## src/rtl/enemy_pkg.sv

```systemverilog
// Shared types and constants for the enemy group datapath.
package enemy_pkg;

  // Sweep controller states
  typedef enum logic [1:0] {
    S_IDLE  = 2'd0,
    S_COUNT = 2'd1,
    S_MOVE  = 2'd2,
    S_DONE  = 2'd3
  } state_t;

  // Horizontal direction encoding
  localparam logic DIR_LEFT  = 1'b0;
  localparam logic DIR_RIGHT = 1'b1;

  // 3-bit RGB colours
  localparam logic [2:0] COLOUR_BLACK = 3'b000;
  localparam logic [2:0] COLOUR_RED   = 3'b100;
  localparam logic [2:0] COLOUR_GREEN = 3'b010;
  localparam logic [2:0] COLOUR_BLUE  = 3'b001;
  localparam logic [2:0] COLOUR_WHITE = 3'b111;

  // Default 160x120 screen limits
  localparam int SCREEN_LEFT   = 0;
  localparam int SCREEN_RIGHT  = 159;
  localparam int SCREEN_TOP    = 0;
  localparam int SCREEN_BOTTOM = 119;

endpackage

```

## src/rtl/enemy_group_datapath_step.sv

```systemverilog
// Next-position calculator for one enemy: step toward the current
// direction, then wrap or bounce once the limit is closer than one step.
module enemy_step_calc
  import enemy_pkg::*;
#(
  parameter int X_W = 8
) (
  input  logic [X_W-1:0] x,
  input  logic           dir,
  input  logic [2:0]     step,
  input  logic           bounce,
  input  logic [X_W-1:0] left_limit,
  input  logic [X_W-1:0] right_limit,
  output logic [X_W-1:0] next_x,
  output logic           next_dir
);

  logic [X_W-1:0] step_w;
  logic [X_W-1:0] dist_left;
  logic [X_W-1:0] dist_right;

  // Unsigned distances to each limit avoid any signed underflow
  always_comb begin
    step_w     = X_W'(step);
    dist_left  = x - left_limit;
    dist_right = right_limit - x;
    next_x     = x;
    next_dir   = dir;
    if (dir == DIR_LEFT) begin
      if (dist_left >= step_w) begin
        next_x = x - step_w;
      end else if (bounce) begin
        next_x   = left_limit;
        next_dir = DIR_RIGHT;
      end else begin
        next_x = right_limit;
      end
    end else begin
      if (dist_right >= step_w) begin
        next_x = x + step_w;
      end else if (bounce) begin
        next_x   = right_limit;
        next_dir = DIR_LEFT;
      end else begin
        next_x = left_limit;
      end
    end
  end

endmodule

```

## src/rtl/enemy_group_datapath.sv

```systemverilog
// Enemy row datapath: waits TICK_DIV cycles per tick while update is held,
// then steps each enemy in turn (one per cycle) and pulses done.
module enemy_group_datapath
  import enemy_pkg::*;
#(
  parameter int           NUM_ENEMIES = 4,
  parameter int           TICK_DIV    = 250000,
  parameter int           X_W         = 8,
  parameter int           Y_W         = 7,
  parameter int           LEFT_LIMIT  = SCREEN_LEFT,
  parameter int           RIGHT_LIMIT = SCREEN_RIGHT,
  parameter int           START_X     = 140,
  parameter int           X_SPACING   = 10,
  parameter int           START_Y     = 10,
  parameter int           Y_SPACING   = 8,
  parameter logic [2:0]   COLOUR      = COLOUR_RED
) (
  input  logic                       clk,
  input  logic                       reset,
  input  logic                       restart,
  input  logic                       update,
  input  logic                       bounce,
  input  logic [1:0]                 speed,
  input  logic [NUM_ENEMIES-1:0]     active,
  output logic                       done,
  output logic [NUM_ENEMIES*X_W-1:0] enemy_x,
  output logic [NUM_ENEMIES*Y_W-1:0] enemy_y,
  output logic [NUM_ENEMIES-1:0]     enemy_dir,
  output logic [2:0]                 colour
);

  localparam int CNT_W = (TICK_DIV > 1) ? $clog2(TICK_DIV) : 1;
  localparam int IDX_W = (NUM_ENEMIES > 1) ? $clog2(NUM_ENEMIES) : 1;

  localparam logic [CNT_W-1:0] CNT_LAST = CNT_W'(TICK_DIV - 1);
  localparam logic [IDX_W-1:0] IDX_LAST = IDX_W'(NUM_ENEMIES - 1);
  localparam logic [X_W-1:0]   LEFT_X   = X_W'(LEFT_LIMIT);
  localparam logic [X_W-1:0]   RIGHT_X  = X_W'(RIGHT_LIMIT);

  function automatic logic [X_W-1:0] start_x(input int i);
    return X_W'(START_X - i * X_SPACING);
  endfunction

  state_t                             state_q, state_d;
  logic   [CNT_W-1:0]                 cnt_q;
  logic   [IDX_W-1:0]                 idx_q;
  logic                               done_q;
  logic   [NUM_ENEMIES-1:0][X_W-1:0]  x_q;
  logic   [NUM_ENEMIES-1:0]           dir_q;

  logic                               clear;
  logic   [2:0]                       step;
  logic   [X_W-1:0]                   sel_x, next_x;
  logic                               sel_dir, next_dir;

  assign clear = reset | restart;
  assign step  = {1'b0, speed} + 3'd1;

  // One shared step calculator, fed by the enemy currently being moved
  assign sel_x   = x_q[idx_q];
  assign sel_dir = dir_q[idx_q];

  enemy_step_calc #(.X_W(X_W)) u_step (
    .x           (sel_x),
    .dir         (sel_dir),
    .step        (step),
    .bounce      (bounce),
    .left_limit  (LEFT_X),
    .right_limit (RIGHT_X),
    .next_x      (next_x),
    .next_dir    (next_dir)
  );

  // Next-state logic; dropping update only aborts the tick wait, never a sweep
  always_comb begin
    state_d = state_q;
    case (state_q)
      S_IDLE:  if (update) state_d = S_COUNT;
      S_COUNT: begin
        if (!update)                state_d = S_IDLE;
        else if (cnt_q == CNT_LAST) state_d = S_MOVE;
      end
      S_MOVE:  if (idx_q == IDX_LAST) state_d = S_DONE;
      S_DONE:  state_d = update ? S_COUNT : S_IDLE;
      default: state_d = S_IDLE;
    endcase
  end

  // Controller registers: state, tick counter, sweep index, done pulse
  always_ff @(posedge clk) begin
    if (clear) begin
      state_q <= S_IDLE;
      cnt_q   <= '0;
      idx_q   <= '0;
      done_q  <= 1'b0;
    end else begin
      state_q <= state_d;
      done_q  <= (state_d == S_DONE);
      if (state_q == S_COUNT && state_d == S_COUNT) cnt_q <= cnt_q + 1'b1;
      else                                          cnt_q <= '0;
      if (state_q == S_MOVE) idx_q <= (idx_q == IDX_LAST) ? '0 : idx_q + 1'b1;
    end
  end

  // Enemy position/direction registers; only the indexed, active enemy moves
  always_ff @(posedge clk) begin
    if (clear) begin
      for (int i = 0; i < NUM_ENEMIES; i++) x_q[i] <= start_x(i);
      dir_q <= '0;
    end else if (state_q == S_MOVE && active[idx_q]) begin
      x_q[idx_q]   <= next_x;
      dir_q[idx_q] <= next_dir;
    end
  end

  // Rows sit at fixed heights
  for (genvar g = 0; g < NUM_ENEMIES; g++) begin : g_y
    assign enemy_y[g*Y_W +: Y_W] = Y_W'(START_Y + g * Y_SPACING);
  end

  assign enemy_x   = x_q;
  assign enemy_dir = dir_q;
  assign done      = done_q;
  assign colour    = COLOUR;

endmodule

```

## config.mk

```make
export PLATFORM = sky130hd
export DESIGN_NAME = enemy_group_datapath
export DESIGN_NICKNAME = d
export VERILOG_FILES = /design/src/rtl/enemy_pkg.sv /design/src/rtl/enemy_group_datapath_step.sv /design/src/rtl/enemy_group_datapath.sv
export SDC_FILE = /design/constraint.sdc
export NUM_CORES = 1
export LEC_CHECK = 0
export BUFFER_PORTS_ARGS = -buffer_cell sky130_fd_sc_hd__buf_2
export CORE_ASPECT_RATIO = 2
export CORE_MARGIN = 1.5
export CORE_UTILIZATION = 55
export CTS_CLUSTER_SIZE = 20
export DETAILED_ROUTE_END_ITERATION = 8
export HOLD_SLACK_MARGIN = 0.1
export PLACE_DENSITY = 0.77
export SLEW_MARGIN = 20
export SYNTH_ARGS = -nofsm -noshare
export SYNTH_HDL_FRONTEND = slang
export SYNTH_SLANG_ARGS = --single-unit
export TNS_END_PERCENT = 100
```

## constraint.sdc

```tcl
create_clock -name clk -period 4.9 [get_ports clk]
set_clock_uncertainty 0.05 [all_clocks]
set_input_delay 0.98 -clock clk [delete_from_list [all_inputs] [get_ports clk]]
set_output_delay 0.98 -clock clk [all_outputs]
set_load 0.05 [all_outputs]
```

==> results_dict.tcl <==
set metrics [dict create \
    required_ns 5.03 \
    syn_avg_cell_area_um2 8.655 \
    die_w_um 58.96 \
    relSlewSlack_pct 52.24 \
    port_buffers 47 \
    endpoint_kind "flop" \
    cts-resized-gates 0 \
    hp-start "cnt_q[0]$_SDFF_PP0_" \
    yosysUniqueCellTypes 50 \
    cts_buffers 9 \
    drt_iter0_drc 192 \
    insertion_delay_ns 0.33 \
    dp_hpwl_mm 6.309 \
    yosys_warnings 0 \
    routabilityCongestion 0.9293 \
    area_growth_pct 10.72 \
    worstPathArrival_ns 3.61 \
    r2r-start "idx_q[0]$_SDFFE_PP0P_" \
    pwr-share-clk_pct 48.7 \
    hold_viol 0 \
    syn_area_mm2 0.003445 \
    ctsHoldBuffers 0 \
    dr.pass1.iters 5 \
    rsz0062_at_grt "false" \
    worstHoldPathCells 1 \
    grt_pass1_wl_mm 12.85 \
    synth_edf_count 0 \
    leakagePower_nw 1.548 \
    power_density_mw_per_mm2 295.8 \
    core_area_mm2 0.006006 \
    cp_max_fo 12 \
    setup_tns_ns 0 \
    antennaDiodeCount 0 \
    layout_commonest_cell "dfxtp_1" \
    io_pins 79 \
    ys.flop_type "dfxtp_1" \
    hold_path_end "cnt_q[0]$_SDFF_PP0_" \
    fin_nets 465 \
    wire_per_inst_um 16.37 \
    cap_violations 0 \
    layout_common_cells "dfxtp_1, buf_2, nand2_1, nor2_1, conb_1" \
    layout-drive-gt1-share_pct 18.86 \
    via_count 2876 \
    path_clk_slew_ns 0.05 \
    reg2reg_depth 10 \
    period_share_pct 71.03 \
    die_y_um 114.9 \
    cts_max_level 3 \
    ant_nets 0 \
    grt_pass1_vias 2755 \
    start_util_pct 57.35 \
    hold_path_class "flop to flop" \
    min_period_ns 3.481 \
    fp.dieArea_mm2 0.006776 \
    dpl.cell_count 488 \
    via_per_inst 5.718 \
    grt_usage_pct 25.25 \
    synth_seq_area_share_pct 34.29 \
    instances_no_fill 503 \
    async_reset_ff_share_pct 0 \
    gr-total-overflow 0 \
    fmaxAchievable_mhz 287.3 \
    status "finished clean" \
    ys_seq_elements 59 \
    peakVddDrop_uv 265.6 \
    slew_violations 0 \
    finalSetupViolCount 0 \
    cts_tree "built" \
    internal-power_w 0.0008472 \
    antenna_found_initial 0 \
    rows 40 \
    startpoint_type "flop" \
    combPwrFrac_pct 8.6 \
    crit_type "flop to flop" \
    pwr-share-seq_pct 42.7 \
    cts_root_buf "clkbuf_16" \
    reg2reg_slack_ns 1.42 \
    clock_path_buffers 2 \
    switchingPower_w 0.0002807 \
    grt_max_degree 28 \
    synthCells 398 \
    timing.rr.end "enemy_x[29]$_SDFFE_PP1P_" \
    p_sw_share_pct 24.89 \
    drc 0 \
    worstMarginPinSlew_ns 0.7142 \
    cts_setup_buffers 0 \
    routed_wl_mm 8.236 \
    cts.sinks 59 \
]
[Yosys cell counts (2+ instances only)]
library cell / n / share of area, %
a211oi_1: 5 / 1.1
a21o_1: 3 / 0.65
a21oi_1: 30 / 4.4
a21oi_2: 2 / 0.51
a31oi_1: 7 / 1.3
and2_1: 4 / 0.73
and3_1: 4 / 0.73
buf_2: 3 / 0.44
buf_4: 32 / 7.0
buf_6: 2 / 0.65
clkbuf_1: 14 / 1.5
conb_1: 2 / 0.22
dfxtp_1: 59 / 34
fa_1: 2 / 1.2
ha_1: 16 / 5.8
inv_1: 16 / 1.7
mux2i_1: 7 / 2.0
mux4_2: 10 / 6.5
nand2_1: 43 / 4.7
nand2b_1: 2 / 0.36
nand3_1: 11 / 1.6
nand4_1: 2 / 0.36
nor2_1: 38 / 4.1
nor3_1: 14 / 2.0
nor4_1: 2 / 0.36
nor4b_1: 2 / 0.51
o211ai_1: 2 / 0.44
o21ai_0: 15 / 2.2
o21bai_1: 2 / 0.44
o22ai_1: 2 / 0.36
o31ai_1: 2 / 0.44
or3_1: 3 / 0.54
xnor2_1: 15 / 3.8
xor2_1: 9 / 2.3
[flip-flops by register name, indices dropped and copies added, names as in the netlist]
signal / cells
idx_q: 2
cnt_q: 18
done: 1
enemy_dir: 4
enemy_x: 32
state_q: 2
[worst max-delay path by stage]
| stage | startpoint | end | slack, ns | cells after the start |
|---|---|---|---|---|
| after floorplan | idx_q[0]$_SDFFE_PP0P_ | enemy_x[9]$_SDFFE_PP1P_ | 1.68 | 13 |
| after global placement | speed[0] | enemy_x[29]$_SDFFE_PP1P_ | 1.36 | 11 |
| after detailed placement | speed[0] | enemy_x[29]$_SDFFE_PP1P_ | 1.27 | 11 |
| after CTS | idx_q[0]$_SDFFE_PP0P_ | enemy_x[29]$_SDFFE_PP1P_ | 1.43 | 10 |
| after global routing | idx_q[0]$_SDFFE_PP0P_ | enemy_x[29]$_SDFFE_PP1P_ | 1.24 | 10 |
| final | idx_q[0]$_SDFFE_PP0P_ | enemy_x[29]$_SDFFE_PP1P_ | 1.42 | 10 |
[routing by layer]
metal	track usage, %	wire (µm)	vias up
met3	5.287	294	19
met4	11.82	265	0
met2	48.89	4856	95
li1	-	-	1388
met1	23.73	2819	1374
met5	0	0	-
[logic make-up after synthesis]
kind of cell	share of synthesized area, %
other cells	0.2180
simple gates	18.85
compound gates	13.33
fa+ha+maj	6.974
xor+xnor	6.103
mux	8.900
buf+inv	11.33
flops	34.29
[critical path, cell delays in order (launching register included)]
cell	delay, ns
dfxtp_1	0.45
buf_4	0.30
mux4_2	0.64
inv_1	0.13
ha_1	0.25
nor2_1	0.09
nor4b_2	0.38
nand2_1	0.30
and3_1	0.26
a31oi_1	0.32
o211ai_1	0.17
[area by class of cell]
type / instances / area [µm²]
clock buffer: 12 / 246.5
clock inverter: 3 / 15.01
fill: 533 / 2192
inverter: 16 / 60.06
multi-input combinational: 301 / 1982
sequential: 59 / 1181
tap: 63 / 78.83
timing repair buffer: 49 / 250.2
[power by group through the flow]
| stage | registers, W | clock network (W) | logic [W] |
|---|---|---|---|
| after floorplan | 0.000491 | 0 | 0.000101 |
| after global placement | 0.000491 | 0 | 0.0000942 |
| after detailed placement | 0.000491 | 0 | 0.0000952 |
| after CTS | 0.000481 | 0.000556 | 0.0000959 |
| after global routing | 0.000481 | 0.000577 | 0.000102 |
| final | 0.000482 | 0.000549 | 0.0000973 |
[per-stage QoR]
| step | setup slack [ns] | cell area [µm²] | power (W) | hold WS [ns] | utilization, % |
|---|---|---|---|---|---|
| 4_1_cts | 1.426 | 3814 | 0.001134 | 0.4084 | 63.50 |
| 3_3_place_gp | 1.363 | 3552 | 0.0005852 | 0.3866 | 59.15 |
| 3_5_place_dp | 1.266 | 3552 | 0.0005862 | 0.3975 | 59.15 |
| 5_1_grt | 1.241 | 3814 | 0.001160 | 0.4232 | 63.50 |
| 6_report | 1.419 | 3814 | 0.001128 | 0.4051 | 63.50 |
| 2_1_floorplan | 1.678 | 3553 | 0.0005918 | 0.3760 | - |
Note: power is estimated with default switching activity, not from simulation.
